===== config.mk =====
export PLATFORM = sky130hd
export DESIGN_NAME = id_ctrl_stage
export DESIGN_NICKNAME = d
export VERILOG_FILES = /design/src/rtl/id_ctrl_stage.sv
export SDC_FILE = /design/constraint.sdc
export NUM_CORES = 1
export LEC_CHECK = 0
export BUFFER_PORTS_ARGS = -buffer_cell sky130_fd_sc_hd__buf_2
export CAP_MARGIN = 0
export CORE_MARGIN = 1.5
export CORE_UTILIZATION = 43
export DETAILED_ROUTE_END_ITERATION = 7
export GPL_ROUTABILITY_DRIVEN = 0
export GPL_TIMING_DRIVEN = 1
export PLACE_DENSITY = 0.72
export SETUP_SLACK_MARGIN = 0.05
export SLEW_MARGIN = 20
export SYNTH_ARGS = -nofsm -noshare
export SYNTH_HDL_FRONTEND = slang
export SYNTH_SLANG_ARGS = --single-unit

===== constraint.sdc =====
create_clock -name clk_i -period 3.3 [get_ports clk_i]
set_clock_uncertainty 0.2 [all_clocks]
set_input_delay 0.66 -clock clk_i [delete_from_list [all_inputs] [get_ports clk_i]]
set_output_delay 0.66 -clock clk_i [all_outputs]
set_load 0.01 [all_outputs]

===== src/rtl/id_ctrl_stage.sv =====
// ID stage of the pipeline: decodes the IF/ID instruction into a control word and
// registers it toward EX, with load-use bubbles, EX backpressure hold and flush.
module id_ctrl_stage #(
  parameter int REG_ADDR_W    = 5,
  parameter int ALU_OP_W      = 3,
  parameter int CNT_W         = 16,
  parameter bit ENABLE_HAZARD = 1'b1
) (
  input  logic                  clk_i,
  input  logic                  rst_i,
  input  logic [31:0]           instr_i,
  input  logic                  valid_i,
  input  logic                  ex_ready_i,
  input  logic                  flush_i,
  input  logic                  ex_mem_read_i,
  input  logic [REG_ADDR_W-1:0] ex_rt_i,
  output logic                  valid_o,
  output logic                  reg_write_o,
  output logic                  alu_src_o,
  output logic                  branch_o,
  output logic                  jump_o,
  output logic                  mem_read_o,
  output logic                  mem_write_o,
  output logic [ALU_OP_W-1:0]   alu_op_o,
  output logic [1:0]            reg_dst_o,
  output logic [1:0]            mem_to_reg_o,
  output logic [1:0]            branch_type_o,
  output logic [REG_ADDR_W-1:0] rs_o,
  output logic [REG_ADDR_W-1:0] rt_o,
  output logic [REG_ADDR_W-1:0] rd_o,
  output logic                  illegal_o,
  output logic                  stall_o,
  output logic [CNT_W-1:0]      decode_cnt_o
);

  typedef struct packed {
    logic                  valid;
    logic [ALU_OP_W-1:0]   aluOp;
    logic                  aluSrc;
    logic [1:0]            regDst;
    logic [1:0]            memToReg;
    logic                  branch;
    logic [1:0]            branchType;
    logic                  regWrite;
    logic                  memRead;
    logic                  memWrite;
    logic                  jump;
    logic                  illegal;
    logic [REG_ADDR_W-1:0] rs;
    logic [REG_ADDR_W-1:0] rt;
    logic [REG_ADDR_W-1:0] rd;
  } ctrlWord_t;

  logic [5:0]            opcode;
  logic [REG_ADDR_W-1:0] rsField;
  logic [REG_ADDR_W-1:0] rtField;
  logic [REG_ADDR_W-1:0] rdField;
  logic                  rsUsed;
  logic                  rtUsed;
  logic                  hazard;
  logic                  cntInc;
  logic                  unusedLowBits;
  ctrlWord_t             decWord;
  ctrlWord_t             nextWord;
  ctrlWord_t             ctrlQ;

  assign opcode        = instr_i[31:26];
  assign rsField       = REG_ADDR_W'(instr_i[25:21]);
  assign rtField       = REG_ADDR_W'(instr_i[20:16]);
  assign rdField       = REG_ADDR_W'(instr_i[15:11]);
  assign unusedLowBits = ^instr_i[10:0];

  always_comb begin
    decWord       = '0;
    decWord.valid = 1'b1;
    decWord.rs    = rsField;
    decWord.rt    = rtField;
    decWord.rd    = rdField;
    rsUsed        = 1'b1;
    rtUsed        = 1'b0;
    case (opcode)
      6'b000000: begin
        decWord.regDst   = 2'b01;
        decWord.regWrite = 1'b1;
        rtUsed           = 1'b1;
      end
      6'b001000, 6'b001011, 6'b001111, 6'b001101: begin
        decWord.aluSrc   = 1'b1;
        decWord.regWrite = 1'b1;
        case (opcode[2:0])
          3'b000:  decWord.aluOp = ALU_OP_W'(3'd1);
          3'b011:  decWord.aluOp = ALU_OP_W'(3'd2);
          3'b111:  decWord.aluOp = ALU_OP_W'(3'd4);
          default: decWord.aluOp = ALU_OP_W'(3'd5);
        endcase
      end
      // beq/bne/ble carry their branch type in the opcode's low bits; bltz ignores rt
      6'b000100, 6'b000101, 6'b000110, 6'b000001: begin
        decWord.aluOp      = ALU_OP_W'(3'd3);
        decWord.branch     = 1'b1;
        decWord.branchType = (opcode == 6'b000001) ? 2'b11 : opcode[1:0];
        rtUsed             = (opcode != 6'b000001);
      end
      6'b100011: begin
        decWord.aluOp    = ALU_OP_W'(3'd1);
        decWord.aluSrc   = 1'b1;
        decWord.memToReg = 2'b01;
        decWord.regWrite = 1'b1;
        decWord.memRead  = 1'b1;
      end
      6'b101011: begin
        decWord.aluOp    = ALU_OP_W'(3'd1);
        decWord.aluSrc   = 1'b1;
        decWord.memWrite = 1'b1;
        rtUsed           = 1'b1;
      end
      6'b000010: begin
        decWord.aluOp = ALU_OP_W'(3'd7);
        decWord.jump  = 1'b1;
        rsUsed        = 1'b0;
      end
      6'b000011: begin
        decWord.regDst   = 2'b10;
        decWord.memToReg = 2'b11;
        decWord.regWrite = 1'b1;
        decWord.jump     = 1'b1;
        rsUsed           = 1'b0;
      end
      default: decWord.illegal = 1'b1;
    endcase
  end

  assign hazard = ENABLE_HAZARD && valid_i && ex_mem_read_i && (ex_rt_i != '0) &&
                  ((rsUsed && (ex_rt_i == rsField)) || (rtUsed && (ex_rt_i == rtField)));

  assign stall_o = ~flush_i & (hazard | ~ex_ready_i);

  // Flush beats backpressure, which beats the load-use bubble; a bubble is an all-zero word.
  always_comb begin
    nextWord = ctrlQ;
    cntInc   = 1'b0;
    if (flush_i) begin
      nextWord = '0;
    end else if (!ex_ready_i) begin
      nextWord = ctrlQ;
    end else if (hazard) begin
      nextWord = '0;
    end else if (valid_i) begin
      nextWord = decWord;
      cntInc   = 1'b1;
    end else begin
      nextWord    = '0;
      nextWord.rs = rsField;
      nextWord.rt = rtField;
      nextWord.rd = rdField;
    end
  end

  always_ff @(posedge clk_i) begin
    if (rst_i) begin
      ctrlQ        <= '0;
      decode_cnt_o <= '0;
    end else begin
      ctrlQ <= nextWord;
      if (cntInc && (decode_cnt_o != '1)) begin
        decode_cnt_o <= decode_cnt_o + 1'b1;
      end
    end
  end

  assign valid_o       = ctrlQ.valid;
  assign alu_op_o      = ctrlQ.aluOp;
  assign alu_src_o     = ctrlQ.aluSrc;
  assign reg_dst_o     = ctrlQ.regDst;
  assign mem_to_reg_o  = ctrlQ.memToReg;
  assign branch_o      = ctrlQ.branch;
  assign branch_type_o = ctrlQ.branchType;
  assign reg_write_o   = ctrlQ.regWrite;
  assign mem_read_o    = ctrlQ.memRead;
  assign mem_write_o   = ctrlQ.memWrite;
  assign jump_o        = ctrlQ.jump;
  assign illegal_o     = ctrlQ.illegal;
  assign rs_o          = ctrlQ.rs;
  assign rt_o          = ctrlQ.rt;
  assign rd_o          = ctrlQ.rd;

endmodule


==> results.yml, run 1 <==
grt:
  grt_pass1_vias: 2139
  grt_max_degree: 29
  grt-ovfl-total: 0
  track_usage: 0.198
  grt_pass1_wl_um: 9750
  antenna_found_initial: 0
cells_and_area:
  final_nets: 424
  layout-drive-gt1-share: 0.261
  final_area_um2: 2890
  area_growth_pct: 22.3
  n_antenna_cell: 0
placement:
  place_ws_ps: 252
  dp_hpwl_um: 4230
  placed_area_um2: 2810
  place.port_buffers: 80
synthesis:
  synth.avg_cell_area_um2: 7.71
  yosysUniqueCellTypes: 43
  synth.net_count: 350
  yosys_most_used_dff: "dfxtp_1"
  synth_area_um2: 2360
  synth-edff-count: 0
  async_reset_ff_frac: 0
  yosysWarnings: 0
  synth_cells: 306
  synth_seq_area_share: 0.407
  ys_ff_latch: 48
hold_path:
  min_path_cells: 2
  hold_path.class: "flip-flop to flip-flop"
  min_to: "reg_dst_o[0]"
  hp-start: "reg_dst_o[0]"
route:
  wire_per_inst_um: 13.0
  post_drt_via_cell_ratio: 5.36
  drc_errors: 0
  first_iter_violations: 202
  num_vias: 2411
  drt_first_pass_iters: 4
  antenna_left: 0
  wirelength_um: 5830
sta:
  setup_violations: 0
  finalCriticalPeriod_ps: 2950
  grt_setup_unrepaired: "no"
  worst_slew_pin_slew_ps: 859
  finalHoldWorstSlack_ps: 259
  fin_crit_sh: 0.893
  layout_setup_ws_ps: 353
  hold_viol_final: 0
  fin_tns_setup_ps: 0
  clock.fmax_ghz: 0.339
  drv_slew: 0
  relSlewSlack: 0.427
clock_tree:
  clk_latency_ps: 290
  cts_tree: "yes"
  ctsHoldBuffers: 0
  cts_resized: 0
  path_clk_slew_ps: 80
  clockBufferDepth: 2
  clock-sinks: 48
  numCtsBuffers: 5
  cts_root_buf: "clkbuf_8"
  postCtsSetupBuffers: 0
  h-tree-depth: 2
worst_setup_path:
  timing.rr.start: "decode_cnt_o[1]"
  end_kind: "output port"
  cp.required_ps: 2440
  r2r_end: "decode_cnt_o[9]"
  start_kind: "input port"
  critPathMaxFanout: 16
  startpoint: "instr_i[27]"
  arrival_ps: 2090
  critical_path_class: "input port to output port"
  reg2reg_slack_ps: 570
  r2r_cells: 8
floorplan:
  start_util: 0.453
  dieHeight_um: 77.1
  rows: 26
  die_area_um2: 5940
  io-pin-count: 92
  die_x_um: 77.1
  coreArea_um2: 5200
power:
  peakVddDrop_mv: 0.257
  p_leak_nw: 1.17
  power.density_nw_per_um2: 366
flow_run:
  drv_cap: 0
run_status:
  status: "finished clean"
-- cell usage after synthesis (4+ instances only) --
| cell | instances | area share |
|---|---|---|
| or4_1 | 4 | 0.013 |
| nor2_1 | 18 | 0.029 |
| or3_1 | 12 | 0.032 |
| nand3_1 | 30 | 0.064 |
| buf_2 | 4 | 0.0085 |
| dfxtp_1 | 48 | 0.41 |
| nor3_1 | 4 | 0.0085 |
| o32ai_1 | 4 | 0.015 |
| clkbuf_1 | 11 | 0.018 |
| xor2_1 | 5 | 0.019 |
| nand2_1 | 45 | 0.072 |
| o31ai_1 | 7 | 0.022 |
| xnor2_1 | 7 | 0.026 |
| a21oi_1 | 36 | 0.076 |
| nand4_1 | 4 | 0.011 |
| o21ai_0 | 28 | 0.059 |
-- final cells by class --
type	count	area, µm²
Tap cell	70	87.6
Clock buffer	6	72.6
Clock inverter	1	5.00
Sequential cell	48	961
Multi-Input combinational cell	235	1300
Timing Repair Buffer	86	445
Fill cell	530	2320
Inverter	4	15.0
-- cell families after synthesis --
family          share of synthesized area
buf+inv                            0.0419
flops                               0.407
fa+ha+maj                         0.00955
simple gates                        0.289
compound gates                      0.203
mux                               0.00424
xor+xnor                           0.0446
-- registers in the layout (all words and copies together), names as in the netlist, 2 cells and up --
signal         count
rt_o               5
rs_o               5
branch_type_o      2
rd_o               5
reg_dst_o          2
alu_op_o           3
mem_to_reg_o       2
decode_cnt_o      16
-- per-stage QoR --
stage | std cells | power [mW] | util
after floorplan | 306 | 0.694 | -
after global placement | 443 | 0.746 | 0.539
after detailed placement | 443 | 0.747 | 0.539
after CTS | 450 | 1.07 | 0.554
after global routing | 450 | 1.11 | 0.554
final | 450 | 1.06 | 0.554
-- power by group --
| part | internal [mW] | switching, mW | leakage, nW |
|---|---|---|---|
| Combinational | 0.0539 | 0.0864 | 0.742 |
| Sequential | 0.587 | 0.00523 | 0.388 |
| Clock | 0.144 | 0.178 | 0.0410 |
| Total | 0.785 | 0.270 | 1.17 |
-- placed cells by master (no fill, tap or decap), drive strengths merged, types with 5 or more instances in the layout --
cell,Yosys,routed
o31ai,7,7
xnor2,7,7
clkbuf,11,6
buf,8,86
nor2,19,19
nand3,30,30
nand2,45,45
dfxtp,48,48
o21ai,29,29
xor2,5,5
or3,12,12
a21oi,36,36
-- critical path, cell delays in order --
cell and delay, ps:
buf_2 230, nor2b_1 360, nand4_1 130, o31ai_1 110, and2_1 190, o211ai_1 110
a21oi_1 140, buf_2 150
-- metal layers --
layer | up-vias | global-route usage | part of all wire
met5 | - | 0 | 0
met4 | 0 | 0.0436 | 0.0057
met3 | 4 | 0.0583 | 0.077
met2 | 85 | 0.317 | 0.44
met1 | 1074 | 0.263 | 0.48
li1 | 1248 | - | -
-- how the worst max path moves through the flow --
stage	to	slack, ps
after floorplan	stall_o	220
after detailed placement	decode_cnt_o[14]	250
after CTS	stall_o	350
final	stall_o	350
after global placement	decode_cnt_o[13]	330
after global routing	stall_o	100
(Power assumes the default switching activity.)
==> run 2: changes to the inputs <==
Settings changed: CORE_UTILIZATION 43 to 48, PLACE_DENSITY 0.72 to 0.79.
Clock period 3.3 ns to 2.9 ns, I/O delays scaled along.
==> run 2 against run 1 <==
Count of clock-buffer cells in the layout grew 1; sequential cell count is the same; critical path depth did not move; cell count grew 1.3%; via count grew 5.3%; clock power rose by 31%; utilization increased by 7.5 points; first-iteration DRC count up 13%; non-clock buffer count up 8; sequential power up 14%; routed wire length up 5.9%; critical path type unchanged; combinational power up 24%.
==> results.yml, run 2 (synthesis results as in run 1) <==
run_status:
  status: "finished clean"
worst_setup_path:
  cp.required_ps: 2120
  cp_slowest_cell: "maj3_1"
  timing.rr.start: "decode_cnt_o[0]"
  start_kind: "input port"
  arrival_ps: 1970
  r2r_end: "decode_cnt_o[13]"
  critPathMaxStageDelay_ps: 380
  cp_cell_sequence: "buf_2 > inv_1 > maj3_1 > o31ai_2 > and2_1 > o211ai_1 > a21oi_2 > buf_2"
  critPathMaxFanout: 2
  critical_path_class: "input port to output port"
  crit_top_cell: "buf_2"
  reg2reg_slack_ps: 250
  r2r_cells: 8
  end_kind: "output port"
grt:
  grt_util_met3: 0.0704
  grt_busiest_layer: "met2"
  use_met2: 0.389
  track_usage: 0.241
  grt_pass1_wl_um: 10200
  grt_max_degree: 29
  grt-ovfl-total: 0
  gr-usage-met1: 0.312
  grt_pass1_vias: 2275
  antenna_found_initial: 0
power:
  power.density_nw_per_um2: 428
  netSwitchingFraction: 0.268
  p_leak_nw: 1.22
  intPower_mw: 0.931
  clkPwrFrac: 0.333
  power_mw: 1.27
  peakVddDrop_mv: 0.216
  p_sw_mw: 0.340
  seq_power_share: 0.531
  comb_power_share: 0.136
sta:
  drv_slew: 0
  relSlewSlack: 0.654
  finalCriticalPeriod_ps: 2750
  setup_violations: 0
  fin_tns_setup_ps: 0
  worst_slew_pin_slew_ps: 518
  layout_setup_ws_ps: 151
  clock.fmax_ghz: 0.364
  fin_crit_sh: 0.948
  grt_setup_unrepaired: "yes"
  hold_viol_final: 0
floorplan:
  start_util: 0.499
  io-pin-count: 92
  dieHeight_um: 73.1
  coreArea_um2: 4720
  die_x_um: 73.1
  die_area_um2: 5340
  rows: 25
route:
  antenna_left: 0
  num_vias: 2538
  first_iter_violations: 229
  wire_per_inst_um: 13.6
  drc_errors: 0
  post_drt_via_cell_ratio: 5.57
  drt_first_pass_iters: 5
  wirelength_um: 6180
clock_tree:
  clockBufferDepth: 2
  clock-sinks: 48
  ctsHoldBuffers: 0
  cts_tree: "yes"
  cts_root_buf: "clkbuf_8"
  numCtsBuffers: 5
  path_clk_slew_ps: 90
  h-tree-depth: 2
  clk_latency_ps: 300
placement:
  placed_area_um2: 2870
  dp_hpwl_um: 4290
  place.port_buffers: 80
  place_ws_ps: -18.9
cells_and_area:
  layout-drive-gt1-share: 0.283
  area_growth_pct: 26.0
  final_cell_mix: "buf_2 (80), dfxtp_1 (48), nand2_1 (45), a21oi_1 (35), nand3_1 (30)"
  largest_register_ffs: 16
  utilization: 0.629
  final_nets: 432
  layout_commonest_cell: "buf_2"
  top_register: "decode_cnt_o"
  final_area_um2: 2970
  n_antenna_cell: 0
flow_run:
  drv_cap: 0
hold_path:
  hold_path.class: "flip-flop to flip-flop"
  min_path_cells: 2
  hp-start: "alu_op_o[2]"
  min_to: "alu_op_o[2]"
==> run 2: layer usage <==
metal  share of wire  wire (µm)
met1            0.44       2750
met2            0.46       2850
met3           0.083        512
met4           0.012         73
met5               0          0
==> run 2: power groups by stage <==
stage	clock network [mW]	logic [mW]	registers [mW]
after floorplan	0	0.0960	0.694
after global placement	0	0.165	0.690
after detailed placement	0	0.169	0.690
after CTS	0.434	0.170	0.674
after global routing	0.456	0.190	0.676
final	0.423	0.173	0.675
==> run 2: worst max-delay path, delay by kind of cell <==
family / cells / cell delay (ps)
AOI/OAI and AO/OA: 3 / 530
adders and majority gates: 1 / 380
buffers and inverters: 3 / 280
and+or+nand+nor: 1 / 180
==> run 2: timing repair <==
action | in CTS | in global routing
buffers inserted | 0 | 0
gates resized for setup | 0 | 2
endpoints found under the setup margin | 0 | 7
==> run 2: metrics by stage <==
stage          hold WS, ps  cells
3_5_place_dp           239    448
2_1_floorplan          279    306
4_1_cts                260    456
6_report               257    456
5_1_grt                273    456
3_3_place_gp           231    448
==> run 2: how the worst max path moves through the flow <==
stage | from | endpoint | slack [ps] | depth (start not counted)
global route | decode_cnt_o[0] | decode_cnt_o[14] | 20 | 8
global placement | ex_rt_i[0] | decode_cnt_o[13] | 40 | 8
floorplan | instr_i[26] | stall_o | 60 | 7
finish | instr_i[28] | stall_o | 150 | 8
detailed placement | instr_i[28] | decode_cnt_o[1] | -20 | 8
CTS | instr_i[28] | stall_o | 90 | 8
==> run 2: final cells by class <==
class                   count  area (µm²)
clock buffers               7        86.3
clock inverters             1        7.51
fillers                   409        1750
inverters                   4        15.0
multi-input cells         235        1310
flip-flops and latches     48         961
well taps                  67        83.8
repair buffers             94         505
